===== config.mk =====
export PLATFORM = sky130hd
export DESIGN_NAME = branch_predictor
export DESIGN_NICKNAME = d
export VERILOG_FILES = /design/src/rtl/branch_predictor.sv
export SDC_FILE = /design/constraint.sdc
export NUM_CORES = 1
export LEC_CHECK = 0
export ABC_AREA = 0
export CORE_MARGIN = 3
export CORE_UTILIZATION = 58
export CTS_CLUSTER_SIZE = 20
export DETAILED_ROUTE_END_ITERATION = 12
export PLACE_DENSITY = 0.77
export REMOVE_ABC_BUFFERS = 1
export SYNTH_ARGS = -nofsm -noshare
export SYNTH_HDL_FRONTEND = slang
export SYNTH_SLANG_ARGS = --single-unit

===== constraint.sdc =====
create_clock -name clk -period 5.2 [get_ports clk]
set_input_delay 0.78 -clock clk [delete_from_list [all_inputs] [get_ports clk]]
set_output_delay 0.78 -clock clk [all_outputs]
set_load 0.03 [all_outputs]

===== src/rtl/branch_predictor.sv =====
// Dynamic branch predictor: direct-mapped BTB with 2-bit saturating counters,
// self-contained mispredict/redirect resolution and saturating statistics.
module branch_predictor #(
  parameter int XLEN    = 32,
  parameter int ENTRIES = 16,
  parameter int TAG_W   = 8,
  parameter int CNT_W   = 32
) (
  input  logic             clk,
  input  logic             reset,
  input  logic [XLEN-1:0]  pc_f,
  output logic             pred_taken_f,
  output logic [XLEN-1:0]  pred_target_f,
  input  logic             upd_valid_e,
  input  logic [XLEN-1:0]  upd_pc_e,
  input  logic             upd_jump_e,
  input  logic             upd_taken_e,
  input  logic [XLEN-1:0]  upd_target_e,
  input  logic             upd_pred_taken_e,
  input  logic [XLEN-1:0]  upd_pred_target_e,
  input  logic             invalidate,
  output logic             mispredict_e,
  output logic [XLEN-1:0]  redirect_pc_e,
  output logic [CNT_W-1:0] branch_count,
  output logic [CNT_W-1:0] mispredict_count
);

  localparam int IDX_W = $clog2(ENTRIES);

  localparam logic [1:0] CTR_STRONG_NT = 2'b00;
  localparam logic [1:0] CTR_WEAK_NT   = 2'b01;
  localparam logic [1:0] CTR_WEAK_T    = 2'b10;
  localparam logic [1:0] CTR_STRONG_T  = 2'b11;

  logic [ENTRIES-1:0] valid;
  logic [1:0]         ctr_mem    [ENTRIES];
  logic [TAG_W-1:0]   tag_mem    [ENTRIES];
  logic [XLEN-1:0]    target_mem [ENTRIES];

  logic [IDX_W-1:0] f_idx, u_idx;
  logic [TAG_W-1:0] f_tag, u_tag;
  logic             f_hit, u_hit;
  logic             alloc, ctr_wr, tgt_wr;
  logic [1:0]       ctr_cur, ctr_next;

  // Fetch lookup reads registered state only, so an update to the same
  // index becomes visible one cycle later.
  assign f_idx         = pc_f[IDX_W+1:2];
  assign f_tag         = pc_f[IDX_W+TAG_W+1:IDX_W+2];
  assign f_hit         = valid[f_idx] && (tag_mem[f_idx] == f_tag);
  assign pred_taken_f  = f_hit && ctr_mem[f_idx][1];
  assign pred_target_f = pred_taken_f ? target_mem[f_idx] : pc_f + XLEN'(4);

  assign u_idx   = upd_pc_e[IDX_W+1:2];
  assign u_tag   = upd_pc_e[IDX_W+TAG_W+1:IDX_W+2];
  assign u_hit   = valid[u_idx] && (tag_mem[u_idx] == u_tag);
  assign ctr_cur = ctr_mem[u_idx];

  assign mispredict_e  = upd_valid_e &&
                         ((upd_taken_e != upd_pred_taken_e) ||
                          (upd_taken_e && (upd_pred_target_e != upd_target_e)));
  assign redirect_pc_e = upd_taken_e ? upd_target_e : upd_pc_e + XLEN'(4);

  // NOTE: every output of this block is given a default first so no path
  // leaves a value unassigned, which would otherwise infer a latch.
  always_comb begin
    alloc    = 1'b0;
    ctr_wr   = 1'b0;
    tgt_wr   = 1'b0;
    ctr_next = ctr_cur;
    if (upd_valid_e && !invalidate) begin
      if (u_hit) begin
        ctr_wr = 1'b1;
        tgt_wr = upd_taken_e;
        if (upd_jump_e)
          ctr_next = CTR_STRONG_T;
        else if (upd_taken_e)
          ctr_next = (ctr_cur == CTR_STRONG_T) ? CTR_STRONG_T : ctr_cur + 2'd1;
        else
          ctr_next = (ctr_cur == CTR_STRONG_NT) ? CTR_STRONG_NT : ctr_cur - 2'd1;
      end else if (upd_taken_e) begin
        alloc    = 1'b1;
        ctr_wr   = 1'b1;
        tgt_wr   = 1'b1;
        ctr_next = upd_jump_e ? CTR_STRONG_T : CTR_WEAK_T;
      end
    end
  end

  // NOTE: sequential state uses non-blocking assignments so every register
  // samples the pre-edge values regardless of statement order.
  always_ff @(posedge clk or negedge reset) begin
    if (!reset) begin
      valid <= '0;
      for (int i = 0; i < ENTRIES; i++) ctr_mem[i] <= CTR_WEAK_NT;
    end else begin
      if (invalidate)
        valid <= '0;
      else if (alloc)
        valid[u_idx] <= 1'b1;
      if (ctr_wr) ctr_mem[u_idx] <= ctr_next;
    end
  end

  // NOTE: tags and targets are qualified by valid, so this storage is
  // deliberately left without reset.
  always_ff @(posedge clk) begin
    if (alloc)  tag_mem[u_idx]    <= u_tag;
    if (tgt_wr) target_mem[u_idx] <= upd_target_e;
  end

  always_ff @(posedge clk or negedge reset) begin
    if (!reset) begin
      branch_count     <= '0;
      mispredict_count <= '0;
    end else begin
      if (upd_valid_e && !(&branch_count))
        branch_count <= branch_count + CNT_W'(1);
      if (mispredict_e && !(&mispredict_count))
        mispredict_count <= mispredict_count + CNT_W'(1);
    end
  end

endmodule


==> results.py <==
metrics = {
    "finish": {
        "area_growth_pct": 19.5,
        "final_nets": 2393,
        "drive_gt1_share_pct": 26.3,
        "nFillCells": 3533,
        "finalInstanceArea_um2": 39700,
    },
    "sta": {
        "worstMarginPinSlew_ps": 1130,
        "finalSetupTns_ps": 0,
        "skew_ps": 15.4,
        "slew_headroom_pct": 23.9,
        "setup_viol": 0,
        "slew_violations": 0,
        "max_freq_mhz": 205,
        "rsz0062_at_grt": "no",
        "finalCriticalPeriod_ps": 4880,
        "fin_crit_sh_pct": 93.8,
        "hold_viol": 0,
    },
    "cts": {
        "htree_levels": 3,
        "cts_tree": "yes",
        "clock_latency_ps": 620,
        "post_cts_buffers": 0,
        "cts-root-buf": "clkbuf_16",
        "cts_hold_buf": 0,
        "cts_buffer_depth": 3,
        "clk_pin_slew_ps": 60,
        "clock-sinks": 752,
        "numCtsBuffers": 76,
    },
    "worst_setup_path": {
        "worst-endpoint-arrival_ps": 4100,
        "crit_path_max_fanout": 2,
        "crit_type": "input pin to output port",
        "cp-end-kind": "output port",
        "start_kind": "input pin",
        "required_ps": 4420,
    },
    "die": {
        "dieWidth_um": 245,
        "core_um2": 56500,
        "ios": 265,
        "dieArea_um2": 60200,
        "fp-row-count": 87,
        "die_y_um": 245,
        "start_util_pct": 58.8,
    },
    "power": {
        "vdd_drop_max_uv": 381,
        "power.density_nw_per_um2": 341,
        "leakagePower_nw": 13.7,
    },
    "placement": {
        "io_buffers": 264,
        "gp_congestion": 0.928,
        "hpwl_um": 56400,
        "dpl_cell_area_um2": 37200,
    },
    "synthesis": {
        "synth_cell_types": 47,
        "synthFlopType": "edfxtp_1",
        "synth_async_sr_flop_share_pct": 14.9,
        "syn_avg_cell_area_um2": 17.5,
        "synth_seq_cells": 752,
        "yosysSeqAreaShare_pct": 66.4,
        "syn_area_um2": 33200,
        "synthCells": 1902,
        "yosys_warnings": 0,
        "synth-edff-count": 640,
    },
    "detailed_routing": {
        "via_count": 20144,
        "vias_per_cell": 6.57,
        "drtPass1Iterations": 5,
        "route.detailed.drc": 0,
        "dr.first_iter.drc_count": 2487,
        "wirelength_um": 92300,
        "wire_per_inst_um": 30.1,
        "ant_nets": 0,
    },
    "global_routing": {
        "grt_pass1_vias": 20226,
        "grt_max_degree": 132,
        "grt_use_total_pct": 31.0,
        "grt_pass1_wl_um": 135000,
        "antenna_found_initial": 2,
        "grt-ovfl-total": 0,
    },
    "status": {
        "status": "complete, no violations",
    },
    "hold_path": {
        "hold_path.class": "input pin to async pin",
    },
    "run": {
        "maxCapViolations": 0,
    },
}
-- where the power goes --
group	total, mW	internal [mW]	switching [mW]
Sequential	6.83	6.70	0.129
Clock	5.25	2.97	2.28
Combinational	1.46	0.658	0.803
Total	13.5	10.3	3.21
-- layer usage --
metal | up-vias | GRT usage, % | part of all wire, % | wire length [um]
met5 | - | 0 | 0.014 | 13
met4 | 2 | 11.2 | 3.5 | 3220
met3 | 210 | 6.66 | 10 | 9410
met2 | 1279 | 49.4 | 49 | 45200
met1 | 10389 | 43.0 | 37 | 34400
li1 | 8264 | - | - | -
-- worst paths after layout --
path	from	end	slack [ps]	cells after the start
setup / recovery	upd_target_e[3]	mispredict_e	320	7
hold reg to reg	mispredict_count[21]	mispredict_count[21]	490	1
hold / removal	reset	branch_count[29]	350	1
min in group clk	mispredict_count[21]	mispredict_count[21]	490	1
setup reg to reg	tag_mem[14][3]	ctr_mem[21]	1760	8
max in group asynchronous	reset	mispredict_count[26]	3850	2
-- placed cells by master, fill, tap and decap left out, types with 71 or more instances in the layout --
cell	count
edfxtp_1	640
mux4_2	240
clkdlybuf4s50_1	203
buf_4	147
nand2_1	111
dfrtp_1	96
xnor2_1	86
xor2_1	81
clkbuf_16	81
nor2_1	71
-- per-stage QoR --
| stage | hold WS [ps] | instances | power, mW | setup WS [ps] | util [%] |
|---|---|---|---|---|---|
| 5_1_grt | 418 | 3065 | 13.9 | 180 | 70.2 |
| 3_5_place_dp | 486 | 2929 | 8.40 | 65.7 | 65.9 |
| 3_3_place_gp | 475 | 2929 | 8.36 | 101 | 65.9 |
| 6_report | 348 | 3066 | 13.5 | 323 | 70.2 |
| 4_1_cts | 373 | 3064 | 13.6 | 64.8 | 70.2 |
| 2_1_floorplan | 484 | 1795 | 7.64 | 634 | - |
-- worst max-delay path, cell delays in order --
cell and delay [ps]:
clkdlybuf4s50_1 450, xor2_1 230, nor4_1 940, nand4_1 500, nor3_1 330, a21oi_1 190
clkdlybuf4s50_1 660
-- logic make-up after synthesis --
logic type / Yosys count / synth area share [%]
AOI/OAI and AO/OA: 140 / 2.58
xor gates and xnor gates: 167 / 4.40
adders and majority gates: 9 / 0.324
buffers and inverters: 136 / 1.88
DFF: 752 / 66.4
muxes: 310 / 18.9
and+or+nand+nor: 388 / 5.58
-- timing repair --
item	in CTS	in global routing
hold endpoints to repair	0	0
endpoints found under the setup margin	0	12
resized for setup	0	12
-- synth_stat cells, types with 7 or more instances --
library cell,number,area [um2]
nor2_1,87,327
dfstp_2,16,420
buf_4,9,67.6
a31oi_1,41,257
a21oi_1,24,120
buf_6,8,90.1
nand2_1,111,417
mux2i_1,26,260
mux2_4,28,420
buf_1,16,60.1
mux2_2,16,180
inv_1,28,105
edfxtp_1,640,19200
mux4_2,240,5410
nand4_1,23,144
o21ba_2,7,70.1
xnor2_1,86,753
ha_1,7,87.6
buf_2,15,75.1
and3_1,31,194
nand3_1,67,335
clkbuf_1,59,221
dfrtp_1,96,2400
o22ai_1,15,93.8
nor4_1,8,50.1
and2_1,9,56.3
xor2_1,81,709
nor3_1,28,140
o21ai_0,41,205
-- cell type report --
type	instances	area (um2)	area share, %
Antenna cell	2	5.00	0.0126
Tap cell	756	946	2.38
Inverter	29	109	0.274
Multi-Input combinational cell	1014	10700	26.9
Sequential cell	752	22000	55.6
Timing Repair Buffer	378	3520	8.87
Clock buffer	95	2090	5.28
Clock inverter	40	293	0.738
-- sequential cells by signal (all words and copies together), names as in the netlist --
signal / cells
ctr_mem: 32
tag_mem: 128
mispredict_count: 32
branch_count: 32
target_mem: 512
valid: 16
No activity file was read; power rests on OpenSTA's default activity.
==> RTL edit 1, RTL diff (config.mk and constraints unchanged) <==
Make the reset (`reset`) synchronous in 2 clocked blocks.
--- a/src/rtl/branch_predictor.sv
+++ b/src/rtl/branch_predictor.sv
@@ -89,7 +89,7 @@
 
   // NOTE: sequential state uses non-blocking assignments so every register
   // samples the pre-edge values regardless of statement order.
-  always_ff @(posedge clk or negedge reset) begin
+  always_ff @(posedge clk) begin
     if (!reset) begin
       valid <= '0;
       for (int i = 0; i < ENTRIES; i++) ctr_mem[i] <= CTR_WEAK_NT;
@@ -109,7 +109,7 @@
     if (tgt_wr) target_mem[u_idx] <= upd_target_e;
   end
 
-  always_ff @(posedge clk or negedge reset) begin
+  always_ff @(posedge clk) begin
     if (!reset) begin
       branch_count     <= '0;
       mispredict_count <= '0;
Function: changed (Yosys sat finds a counterexample within 4 cycles, from zero or initial values and one cycle with reset low; the reset may be asserted at any time).
==> RTL edit 1 against the original RTL <==
Design area fell by 0.41%. Highest routed layer unchanged. Worst hold slack gained 150 ps. Clock power is 1% lower. Register-to-register slack lost 120 ps. Setup slack worse by 24 ps. Routed wire length shrank 1.2%. Area after synthesis down 0.46%. Power is 4.6% lower. Synthesized cell count grew 4.0%. Global-route usage fell by 0.094 points. Core utilization grew 0.66 points. Sequential cell count unchanged.
==> RTL edit 1: results (changes against the original RTL) <==
Drt
  – M1 WL: 32.9 mm (-4.4%)
  – Vias: 20100 (-0.074%)
  – Vias per inst: 6.47 (-1.5%)
  – 1st-pass router iterations: 6 (+1)
  – Met2 wire len: 44.9 mm (-0.83%)
  – Routed wl met3: 9.60 mm (+2.0%)
  – DR iter-0 viols: 2568 (+3.3%)

Final layout
  – Layout cells sized above 1: 23.6% (-2.7 points)
  – Ant diodes: 0 (-2)
  – Final #Nets: 2451 (+2.4%)

STA
  – Max_slew headroom: 10.6% (-13 points)
  – Hold WS: 497 ps (+149 ps)
  – Fin Clk Skew: 14.2 ps (-1.24 ps)

Global routing
  – Number of global-route vias before repair: 20700 (+2.2%)
  – First-pass GRT wire length: 135 mm (+0.26%)
  – Largest net degree at the start of global routing: 82 (-38%)
  – Gr usage total: 30.9% (-0.094 points)
  – Met3 Use GR: 7.04% (+0.37 points)
  – GR Layer Usage met2: 50.7% (+1.3 points)
  – Met1 Use GR: 40.5% (-2.4 points)

Critical path
  – R2R Path Start: tag_mem[12][7]
  – Slowest stage delay, CP: 670 ps (-270 ps)
  – Critical path peak fanout: 29 (+27)
  – R2R setup slack: 1640 ps (-120 ps)
  – Worst Path Arrival: 4120 ps (+20 ps)
  – R2R cell count: 9 (+1)
  – CP max-delay cell: clkdlybuf4s50_1
  – Crit path capture: pred_target_f[25]
  – Critical R2R Capture: tag_mem[14][2]
  – Crit path launch: pc_f[2]

Synthesis
  – Synth top cells by count: edfxtp_1 (672), mux4_2 (237), nand2_1 (114), nor2_1 (107), xnor2_1 (102)
  – Avg Inst Size Synth: 16.7 um^2 (-4.3%)
  – Post-synth EDFFs: 672 (+5.0%)
  – Synth top area cells: edfxtp_1 (61%), mux4_2 (16%), dfxtp_1 (4.8%)
  – Sequential area share after synthesis: 65.9% (-0.48 points)
  – Synth cell types: 45 (-4.3%)

Place
  – Placed Cells: 2981 (+1.8%)
  – Post-DP HPWL: 57.5 mm (+1.9%)
  – RePlAce Congestion: 0.918 (-1.1%)

Power
  – Peak supply drop: 0.232 mV (-39%)
  – P_int: 0.0101 W (-2.1%)

Clock network
  – Root Buffer: clkbuf_16
  – Num CTS Buffers: 74 (-2.6%)

Run status
  – Outcome: finished clean

Min path
  – Hold/Removal Path Class: reg2reg
==> RTL edit 1: through the flow <==
stage | utilization (%) | worst slack [ps] | total power (W) | instance area (um^2)
final | 70.9 | 300 | 0.0129 | 39500
after global routing | 70.9 | 189 | 0.0133 | 39500
after CTS | 70.9 | 267 | 0.0130 | 39500
after detailed placement | 66.7 | 272 | 0.00785 | 37200
after global placement | 66.7 | 282 | 0.00784 | 37200
after floorplan | - | 561 | 0.00724 | 32500
==> RTL edit 1: power by group through the flow <==
stage | Sequential [W] | Clock (W) | Combinational (W)
6_report | 0.00664 | 0.00518 | 0.00109
5_1_grt | 0.00664 | 0.00548 | 0.00115
4_1_cts | 0.00664 | 0.00524 | 0.00109
3_5_place_dp | 0.00677 | 0 | 0.00108
3_3_place_gp | 0.00677 | 0 | 0.00107
2_1_floorplan | 0.00677 | 0 | 0.000467
==> RTL edit 1: kinds of logic (layout without fill, tap and decap cells) <==
logic type                 count (synthesis)  after routing  synth area share [%]
muxes                                    283            283                  17.6
AOI/OAI and AO/OA                        132            132                  2.34
and+or+nand+nor                          497            497                  7.64
adders and majority gates                  7              7                 0.265
buffers and inverters                    142            526                  1.84
xor gates and xnor gates                 166            166                  4.40
DFF                                      752            752                  65.9
==> RTL edit 1: layout make-up <==
class	count	area, um^2
clock buffer	93	1990
fill	3556	16200
inverter	25	93.8
timing repair buffer	371	3640
multi-input combinational	1085	10700
clock inverter	37	335
tap	748	936
sequential	752	21800
==> RTL edit 1: worst max-delay path, delay by kind of cell <==
kind | cells | cell delay [ps]
and+or+nand+nor | 2 | 620
muxes | 2 | 990
AOI/OAI and AO/OA | 1 | 130
buffers and inverters | 4 | 1410
xor gates and xnor gates | 1 | 150
==> RTL edit 2, RTL diff (config.mk and constraints unchanged) <==
Made on the original files. Change the parameter `CNT_W` from 32 to 24.
--- a/src/rtl/branch_predictor.sv
+++ b/src/rtl/branch_predictor.sv
@@ -4,7 +4,7 @@
   parameter int XLEN    = 32,
   parameter int ENTRIES = 16,
   parameter int TAG_W   = 8,
-  parameter int CNT_W   = 32
+  parameter int CNT_W   = 24
 ) (
   input  logic             clk,
   input  logic             reset,
Ports: changed (resized branch_count and mispredict_count); port bits go from 265 to 249. The function was not compared with the original's and may differ.
==> RTL edit 2 against the original RTL <==
Die area decreased by 2.7%. Area after synthesis decreased by 2.7%. Cell count decreased by 3.7%. Design area decreased by 2.4%. Sequential cell count decreased by 16. Power decreased by 2.4%. Sequential power decreased by 2.9%. Routed wire length decreased by 2.6%. Clock skew about the same. Setup slack got worse by 94 ps.
==> RTL edit 2: results (changes against the original RTL) <==
Final layout
  – Non-clk buf share: 9.15% (+0.29 points)
  – Number of non-clock buffers: 356 (-5.8%)
  – Area of all sequential standard cells: 21600 um^2 (-1.8%)
  – ClkCell Share: 6.08% (+0.059 points)
  – Multi-input combinational cell area: 10100 um^2 (-5.1%)
  – Largest regs: target_mem: 512 flops, tag_mem: 128 flops, ctr_mem: 32 flops
  – FFs & Latches: 736 (-2.1%)
  – Layout cells sized above 1: 25.7% (-0.56 points)
  – Cell Count, Final, Fillers Out: 2954 (-3.7%)
  – Ant diodes: 1 (-1)
  – Logic inverters: 39 (+34%)
  – Clock buffer cells: 98 (+3.2%)
  – Layout filler cell count: 3427 (-3.0%)
  – Multi-input gate count: 951 (-6.2%)

Global routing
  – First-pass GRT wire length: 133 mm (-1.5%)
  – Number of global-route vias before repair: 20000 (-0.88%)
  – Gr usage total: 31.0% (-0.039 points)

Synthesis
  – Synth cell types: 52 (+11%)
  – Synth Instances: 1830 (-3.8%)
  – Avg Inst Size Synth: 17.7 um^2 (+1.1%)
  – Sequential area share after synthesis: 67.0% (+0.62 points)
  – Synth top cells by count: edfxtp_1 (640), mux4_2 (245), nand2_1 (110), nor2_1 (96), xor2_1 (81)
  – Async set-reset flop share out of synthesis: 13.0% (-1.9 points)

Drt
  – 1st-pass router iterations: 6 (+1)
  – Vias: 19400 (-3.7%)
  – DR iter-0 viols: 2272 (-8.6%)
  – Routed len/inst: 30.4 um (+1.1%)

Run status
  – Outcome: finished clean

STA
  – Fin Clk Skew: 15.3 ps (-0.111 ps)
  – Worst slew pin tran: 1250 ps (+124 ps)

Place
  – IO Port Bufs: 248 (-6.1%)
  – Placed cell areas: 36400 um^2 (-2.3%)
  – RePlAce Congestion: 0.962 (+3.7%)
  – Post-DP HPWL: 56.4 mm (about the same)
  – Post-placement worst setup slack: 238 ps (+172 ps)

Critical path
  – Worst Path Arrival: 4190 ps (+90 ps)
  – Critical path peak fanout: 34 (+32)

Power
  – Comb pwr: 0.00139 W (-5%)
  – Clock distribution power: 0.00519 W (-1%)
  – Switching pwr: 0.00308 W (-4.1%)
  – Leakage: 13.1 nW (-4.9%)

Clock network
  – Num CTS Buffers: 74 (-2.6%)
RTL edit 2: changes by cell type after synthesis, moves of 10 or more:
cell | unedited run | this run
inv_1 | 28 | 38
dfrtp_1 | 96 | 80
o31ai_1 | 0 | 15
and3_1 | 31 | 21
mux2_4 | 28 | 0
nor3_1 | 28 | 9
a31oi_1 | 41 | 16
nand3_1 | 67 | 48
RTL edit 2: worst max-delay path: stages:
cell	delay [ps]
buf_8	310
buf_4	460
nand3_1	140
o31ai_1	80
mux4_2	290
nand2_1	50
o21ai_0	350
or4b_4	750
a21oi_2	230
clkdlybuf4s50_1	680
RTL edit 2: metal layers:
metal | vias up | track usage, % | wire length, um
met5 | - | 0 | 13
met4 | 2 | 11.6 | 3200
met3 | 179 | 8.07 | 10400
met2 | 1306 | 49.3 | 43500
met1 | 9952 | 41.8 | 32800
li1 | 7955 | - | -
RTL edit 2: path summary, 6_finish.rpt:
check,startpoint,end,slack [ps],cells past startpoint
max,pc_f[2],pred_target_f[22],230,10
min,reset,valid[12],180,1
max reg2reg,tag_mem[1][6],tag_mem[11][2],1610,8
min reg2reg,mispredict_count[9],mispredict_count[9],490,1
max in group asynchronous,reset,branch_count[16],3930,2
min in group clk,mispredict_count[9],mispredict_count[9],490,1
RTL edit 2: logic make-up (layout without fill, tap and decap cells):
family | Yosys count | count (layout) | share of synthesized area (%)
compound gates | 141 | 141 | 2.86
xor+xnor | 159 | 159 | 4.31
fa+ha+maj | 8 | 8 | 0.302
buf+inv | 143 | 527 | 1.86
flops | 736 | 736 | 67.0
mux | 287 | 287 | 18.5
other cells | 0 | 1 | 0
simple gates | 356 | 356 | 5.20
